$ cat src/rtl/conv_window_gen_pkg.sv
// Shared constants, pixel/column types and window indexing for the 3x3 window generator.
package conv_window_gen_pkg;

  localparam int unsigned DATA_WIDTH = 8;
  localparam int unsigned KERNEL     = 3;
  localparam int unsigned MAX_IMG_W  = 64;
  localparam int unsigned W_BITS     = $clog2(MAX_IMG_W);
  localparam int unsigned WIN_WIDTH  = KERNEL * KERNEL * DATA_WIDTH;

  typedef logic [DATA_WIDTH-1:0] pixel_t;

  // One vertical slice of the window as it enters the rightmost column
  typedef struct packed {
    pixel_t top;
    pixel_t mid;
    pixel_t bot;
  } col_vec_t;

  // Flat element index of window position (r,c); r=0 top row, c=0 leftmost column
  function automatic int unsigned idx(input int unsigned r, input int unsigned c);
    return r * KERNEL + c;
  endfunction

endpackage

$ cat src/rtl/conv_line_buffer.sv
// One image-line store: combinational read and clocked write at the same column address.
module conv_line_buffer
  import conv_window_gen_pkg::*;
(
  input  logic              clk,
  input  logic              wr_en,
  input  logic [W_BITS-1:0] addr,
  input  pixel_t            wr_data,
  output pixel_t            rd_data_c
);

  pixel_t mem [MAX_IMG_W];

  // Contents need no reset: the first two rows of a frame never form a window
  always_ff @(posedge clk) begin
    if (wr_en) begin
      mem[addr] <= wr_data;
    end
  end

  assign rd_data_c = mem[addr];

endmodule

$ cat src/rtl/conv_window_gen.sv
// Builds valid-only 3x3 windows from a raster 8-bit pixel stream using two line buffers.
module conv_window_gen
  import conv_window_gen_pkg::*;
(
  input  logic                  clk,
  input  logic                  rstn,
  input  logic [W_BITS-1:0]     cfg_img_w,
  input  logic [W_BITS-1:0]     cfg_img_h,
  input  logic                  clear,
  input  logic                  in_valid,
  input  logic [DATA_WIDTH-1:0] in_pixel,
  output logic                  win_valid,
  output logic [WIN_WIDTH-1:0]  win_data,
  output logic                  frame_done,
  output logic                  busy
);

  logic [W_BITS-1:0]    col_q, col_d;
  logic [W_BITS-1:0]    row_q, row_d;
  logic [W_BITS-1:0]    img_w_q, img_w_d;
  logic [W_BITS-1:0]    img_h_q, img_h_d;
  logic                 busy_d;
  logic                 win_valid_d;
  logic                 frame_done_d;
  logic [WIN_WIDTH-1:0] win_d;

  logic                 accept_c;
  logic [W_BITS-1:0]    eff_w_c;
  logic [W_BITS-1:0]    eff_h_c;
  logic                 last_col_c;
  logic                 last_row_c;
  pixel_t               lb0_rd_c;
  pixel_t               lb1_rd_c;
  col_vec_t             cvec_c;

  // clear takes priority over a pixel presented in the same cycle
  assign accept_c = in_valid & ~clear;

  // The first pixel of a frame decides wrap using the live config, later pixels the shadow copy
  assign eff_w_c    = busy ? img_w_q : cfg_img_w;
  assign eff_h_c    = busy ? img_h_q : cfg_img_h;
  assign last_col_c = (col_q == eff_w_c);
  assign last_row_c = (row_q == eff_h_c);

  // lb0 holds the previous line, lb1 the line before it; lb1 is fed from lb0's old value
  conv_line_buffer u_lb0 (
    .clk      (clk),
    .wr_en    (accept_c),
    .addr     (col_q),
    .wr_data  (in_pixel),
    .rd_data_c(lb0_rd_c)
  );

  conv_line_buffer u_lb1 (
    .clk      (clk),
    .wr_en    (accept_c),
    .addr     (col_q),
    .wr_data  (lb0_rd_c),
    .rd_data_c(lb1_rd_c)
  );

  assign cvec_c = '{top: lb1_rd_c, mid: lb0_rd_c, bot: in_pixel};

  // Next-state: counters, config shadow, window shift and output strobes
  always_comb begin
    col_d        = col_q;
    row_d        = row_q;
    img_w_d      = img_w_q;
    img_h_d      = img_h_q;
    busy_d       = busy;
    win_valid_d  = 1'b0;
    frame_done_d = 1'b0;
    win_d        = win_data;

    if (clear) begin
      col_d  = '0;
      row_d  = '0;
      busy_d = 1'b0;
    end else if (accept_c) begin
      if (!busy) begin
        img_w_d = cfg_img_w;
        img_h_d = cfg_img_h;
      end
      busy_d      = 1'b1;
      win_valid_d = (row_q >= W_BITS'(2)) && (col_q >= W_BITS'(2));

      if (last_col_c) begin
        col_d = '0;
        if (last_row_c) begin
          row_d        = '0;
          busy_d       = 1'b0;
          frame_done_d = 1'b1;
        end else begin
          row_d = row_q + W_BITS'(1);
        end
      end else begin
        col_d = col_q + W_BITS'(1);
      end

      for (int unsigned r = 0; r < KERNEL; r++) begin
        for (int unsigned c = 0; c < KERNEL - 1; c++) begin
          win_d[idx(r, c)*DATA_WIDTH +: DATA_WIDTH] = win_data[idx(r, c + 1)*DATA_WIDTH +: DATA_WIDTH];
        end
      end
      win_d[idx(0, KERNEL - 1)*DATA_WIDTH +: DATA_WIDTH] = cvec_c.top;
      win_d[idx(1, KERNEL - 1)*DATA_WIDTH +: DATA_WIDTH] = cvec_c.mid;
      win_d[idx(2, KERNEL - 1)*DATA_WIDTH +: DATA_WIDTH] = cvec_c.bot;
    end
  end

  always_ff @(posedge clk or negedge rstn) begin
    if (!rstn) begin
      col_q      <= '0;
      row_q      <= '0;
      img_w_q    <= '0;
      img_h_q    <= '0;
      busy       <= 1'b0;
      win_valid  <= 1'b0;
      frame_done <= 1'b0;
      win_data   <= '0;
    end else begin
      col_q      <= col_d;
      row_q      <= row_d;
      img_w_q    <= img_w_d;
      img_h_q    <= img_h_d;
      busy       <= busy_d;
      win_valid  <= win_valid_d;
      frame_done <= frame_done_d;
      win_data   <= win_d;
    end
  end

endmodule

$ cat config.mk
export PLATFORM = sky130hd
export DESIGN_NAME = conv_window_gen
export DESIGN_NICKNAME = d
export VERILOG_FILES = /design/src/rtl/conv_window_gen_pkg.sv /design/src/rtl/conv_line_buffer.sv /design/src/rtl/conv_window_gen.sv
export SDC_FILE = /design/constraint.sdc
export NUM_CORES = 1
export LEC_CHECK = 0
export CAP_MARGIN = 10
export CORE_MARGIN = 2
export CORE_UTILIZATION = 33
export CTS_CLUSTER_SIZE = 30
export DETAILED_ROUTE_END_ITERATION = 7
export PLACE_DENSITY_LB_ADDON = 0.3
export SYNTH_ARGS = -nofsm -noshare
export SYNTH_HDL_FRONTEND = slang
export SYNTH_SLANG_ARGS = --single-unit
$ cat constraint.sdc
create_clock -name clk -period 10.9 [get_ports clk]
set_input_delay 1.09 -clock clk [delete_from_list [all_inputs] [get_ports clk]]
set_output_delay 1.09 -clock clk [all_outputs]
set_load 0.03 [all_outputs]
# Word level (Yosys, flattened, before mapping)

Memory sizes are Yosys's and may differ from the RTL's. A register that Yosys moved wholly into a read port is not among the register bits.
Cells that the tools add are included.

$add $sub $neg: 2
$lt $le $gt $ge: 2
Equality and inequality tests: 2
Multiplexer cells: 21
Bitwise gates (word level): 2
Reductions and logical operators: 6

Operators with widths:

| kind                  | count |
|---|---|
| $mux W6               | 9 |
| $add A6 B1 Y6 const B | 2 |
| $eq A6 B6 Y1          | 2 |
| $ge A6 B2 Y1 const B  | 2 |
| $mux W1               | 12 |
| $reduce_and A2 Y1     | 2 |
| $reduce_bool A2 Y1    | 2 |
| $and A1 B1 Y1         | 1 |
| $logic_and A1 B1 Y1   | 1 |
| $logic_not A1 Y1      | 1 |
| $not A1 Y1            | 1 |

Register bits after elaboration: 99
RAM bits: 1024
Output and inout bits: 75
Word-level logic and storage cells: 45
Memories: 2

Memories:

| memory    | words | width | read ports | clocked after Yosys merged registers in | write ports | RTL line               | RTL |
|---|---|---|---|---|---|---|---|
| u_lb0.mem | 64    | 8     | 1          | 0                                       | 1           | conv_line_buffer.sv:12 | `pixel_t mem [MAX_IMG_W];` |
| u_lb1.mem | 64    | 8     | 1          | 1                                       | 1           | conv_line_buffer.sv:12 |  |

# Logic depth before layout (Yosys ltp)

Depth in word-level cells: 6
Depth in mapped cells: 12

# By module

Synthesis repeated with hierarchy kept, for this count alone.

Cells, all modules: 2776
Area, all modules: 44834.2 µm²

Modules (own cells, without submodules):

| module           | instances | cells each | area each (µm²) | seq. area each (µm²) |
|---|---|---|---|---|
| conv_line_buffer | 2         | 1163       | 20289.5         | 15374.7 |
| conv_window_gen  | 1         | 450        | 4255.3          | 2477.4 |

# Least setup slack after synthesis

Ideal clock, no wire load.

Kind: flip-flop to flip-flop
Start point: register col_q[2]
End point: register win_data[47]
Setup time: 0.134 ns
Arrival: 3.477 ns
Data required time: 10.766 ns
Path slack: 7.289 ns
Cell stages (with the launch flop): 10
Path buffers: 4
Clock period less this slack: 3.611 ns
Cell sequence: dfrtp_1 > buf_6 > buf_6 > buf_6 > buf_2 > mux4_2 > mux2_2 > a221oi_2 > nand4_1 > mux2_2

Longest elaborated chain between the ends: 1

Ends and longest elaborated chain:

| what                   | RTL line               | RTL |
|---|---|---|
| start, declared        | conv_window_gen.sv:18  | `logic [W_BITS-1:0] col_q, col_d;` |
| start signal, assigned | conv_window_gen.sv:122 | `col_q <= col_d;` |
| $mem_v2 Z64 W8         | --                     |  |
| named net lb0_rd_c[7]  | conv_window_gen.sv:32  | `pixel_t lb0_rd_c;` |
| end signal, assigned   | conv_window_gen.sv:129 | `win_data <= win_d;` |
| end, declared          | conv_window_gen.sv:13  | `output logic [WIN_WIDTH-1:0] win_data,` |

The timed path passes the listed nets, and every way through them passes these cells.
A chain may end at the register's enable or synchronous reset.

# Final worst setup path

Start point: register col_q[1]
End point: memory u_lb1.mem[22][4] in the netlist's numbering, data pin

Longest elaborated chain between the ends: 1

Ends and longest elaborated chain:

| what                  | RTL line |
|---|---|
| $mem_v2 Z64 W8        | -- |
| named net lb0_rd_c[4] | conv_window_gen.sv:32 |
| end, declared         | conv_line_buffer.sv:12 |

The timed path passes the listed nets, and every way through them passes these cells.

==> impl_metrics.toml <==
[sta]
relSlewSlack_pct = 4.293
min_period_over_period_pct = 50.08
final-hold-violation-count = 0
rsz0062_at_grt = "false"
skew_ps = 37.42
holdWs_ps = 415.1
drv_slew = 0
max_freq_mhz = 183.2
setup_viol = 0
tightest_slew_ps = 1433
post-route-min-period_ps = 5459
setup-tns-final_ps = 0

[synthesis]
synthArstFlopShare_pct = 8.816
ys.flop_type = "edfxtp_1"
syn_nets = 2571
yosys.area_share.adder_pct = 0.1139
syn_area_um2 = 43930
synthMuxAreaShare_pct = 9.952
synth_edf_count = 1024
synth_top_family_by_area = "multiplexers"
synthSimpleGateAreaFrac_pct = 4.719
synth_xor_area_share_pct = 0.3190
ys_ff_latch = 1123
yosysWarnings = 0
yosysUniqueCellTypes = 76
ys_seq_area_share_pct = 75.64
synth_compound_area_share_pct = 7.249
synth_cells = 2543
syn_area_per_cell_um2 = 17.27

[clock_tree]
cts_num_sinks = 1123
postCtsSetupBuffers = 0
post_cts_resized = 0
holdBufCountCts = 0
cts_tree = "built"
cts_max_level = 3
cts-root-buf = "clkbuf_16"
clkTransAtPathRegs_ps = 60
cts_made_buffers = 112
clk_latency_ps = 700
ctsLongestPathBuffers = 3

[floorplan]
initial_core_util_pct = 33.33
dieArea_um2 = 136100
fp.coreArea_um2 = 131800
die_y_um = 368.9
ios = 99
fp.dieW_um = 368.9
std_cell_rows = 133

[setup_path]
rr_endpoint = "u_lb1.mem[22][4]"
startpoint_type = "flip-flop"
rr_startpoint = "col_q[1]"
endpoint = "u_lb1.mem[22][4]"
arrival_ps = 5900
reg2reg_slack_ps = 5440
reg2reg_depth = 9
critPathLaunch = "col_q[1]"
crit_type = "flip-flop to flip-flop"
required_ps = 11340
cp_max_fo = 42
worst_setup_path_end_kind = "flip-flop"

[cells_and_area]
design_area_um2 = 50830
final_common_cell = "edfxtp_1"
drive_above_1_share_pct = 17.21
final_cell_mix = "edfxtp_1, nand2_1, mux2i_1, nor2_1, buf_4"
area_growth_pct = 15.71
fin_nets = 2745
finish.utilization_pct = 38.57

[placed_design]
dp_hpwl_mm = 80.17
globalplace.congestion = 0.8814
portBuffers = 98
postPlaceCellArea_um2 = 47260

[detailed_routing]
avgRoutedWirePerCell_um = 30.15
detail-route-antenna-nets = 0
drt-vias-per-instance = 5.639
drt-total-wl_mm = 137.8
first_pass_iters = 5
first_iter_violations = 3411
num_vias = 25770
drc = 0

[power_and_ir_drop]
total_power_mw = 9.598
intPower_mw = 7.273
vdd_drop_max_v = 0.0001454
p_seq_share_pct = 51.5
p_comb_share_pct = 9.6
p_sw_mw = 2.325
switching_share_pct = 24.22
p_per_area_nw_per_um2 = 188.8
leakagePower_nw = 16.34
p_clk_share_pct = 38.9

[grt]
grt_max_degree = 102
met2_usage_pct = 30.99
first_global_vias = 24650
gr-total-overflow = 0
track_usage_pct = 19.76
antenna_found_initial = 6
grt_pass1_wl_mm = 191.6
grt_busiest_layer = "met2"
grtUsageMet1_pct = 26.57
gr-usage-met3_pct = 5.377

[min_path]
hp-class = "input pin to asynchronous set/reset pin"

[outcome]
status = "completed"

[flow_run]
max-cap-violations = 0
-- through the flow --
stage / instances / setup slack [ps]
after floorplan: 2543 / 7289
after global placement: 4356 / 5703
after global routing: 4567 / 5313
final: 4570 / 5441
after detailed placement: 4356 / 5574
after CTS: 4565 / 5532
-- area by class of cell --
cell class / instances / area (um2)
diodes: 3 / 7.507
clock buffers: 149 / 3097
clock inverters: 60 / 444.2
fillers: 12030 / 80960
inverters: 11 / 41.29
multi-input cells: 1247 / 9902
flip-flops and latches: 1123 / 33240
well taps: 1755 / 2196
repair buffers: 222 / 1907
-- cells by family after synthesis --
group           count (synthesis)
compound gates                433
xor+xnor                       16
fa+ha+maj                       4
buf+inv                       173
flops                        1123
mux                           321
simple gates                  473
-- power by group through the flow --
| stage | clock network [mW] | logic [mW] | registers (mW) |
|---|---|---|---|
| 2_1_floorplan | 0 | 0.408 | 5.09 |
| 3_3_place_gp | 0 | 0.896 | 5.03 |
| 3_5_place_dp | 0 | 0.914 | 5.03 |
| 4_1_cts | 3.78 | 0.916 | 4.94 |
| 5_1_grt | 3.94 | 0.969 | 4.95 |
| 6_report | 3.73 | 0.925 | 4.94 |
-- worst max-delay path: stages, from the launching register on --
cell and delay, ps:
dfrtp_4 910, buf_4 610, buf_4 600, nor2_4 100
buf_4 330, a2111oi_0 1060, a211o_1 310, nor3_1 100
nand2_2 460, buf_4 500
-- synthesized netlist by cell type (all sizes together), types with 3 or more instances --
cell type | count | area (um2)
xnor2 | 15 | 131.4
or4 | 3 | 26.27
edfxtp | 1024 | 30750
o2111ai | 3 | 26.28
dfrtp | 99 | 2477
nand4 | 5 | 31.28
mux2i | 163 | 1632
or2 | 7 | 43.80
a221oi | 94 | 842.1
nor3 | 20 | 100.1
o221ai | 3 | 26.28
nand3b | 4 | 30.03
or3 | 7 | 43.79
and3 | 4 | 25.02
a211oi | 8 | 60.06
o22ai | 63 | 394.1
a22o | 26 | 227.7
nand2 | 236 | 890.9
nor2 | 126 | 480.5
nand2b | 11 | 68.82
o211ai | 10 | 75.07
ha | 4 | 50.05
a222oi | 4 | 40.04
inv | 11 | 41.29
a21o | 3 | 22.52
o22a | 5 | 43.79
a31oi | 15 | 100.1
a221o | 14 | 140.1
and2 | 6 | 37.54
o32ai | 3 | 26.28
o21ai | 61 | 305.3
clkbuf | 65 | 244.0
o2bb2ai | 6 | 52.55
nand3 | 24 | 120.1
buf | 97 | 598.1
o32a | 7 | 70.07
mux2 | 73 | 825.8
mux4 | 85 | 1914
a22oi | 58 | 435.4
nor2b | 8 | 57.55
a21oi | 38 | 190.2
-- per-layer routing --
| layer | part of all wire, % | up-vias | routed length (um) |
|---|---|---|---|
| met5 | 0.025 | - | 35 |
| met4 | 3.2 | 6 | 4414 |
| met3 | 11 | 245 | 14660 |
| met2 | 46 | 1516 | 63650 |
| met1 | 40 | 13480 | 55040 |
| li1 | - | 10530 | - |
-- how the worst min path moves through the flow --
stage                             from      endpoint  slack, ps  cells past startpoint
after global placement     win_data[5]   win_data[5]        460                      2
after CTS                         rstn    img_h_q[1]        410                      1
after detailed placement  win_data[30]  win_data[30]        460                      2
after floorplan             img_h_q[5]    img_h_q[5]        480                      1
final                             rstn    img_h_q[3]        420                      1
after global routing              rstn    img_h_q[3]        440                      1
-- state kept, by name, summed over array words and instances (netlist names) --
name / count
win_data: 72
img_h_q: 6
u_lb0.mem: 512
row_q: 6
win_valid: 1
img_w_q: 6
frame_done: 1
col_q: 6
u_lb1.mem: 512
busy: 1
Power figures use the tool's default switching activity.
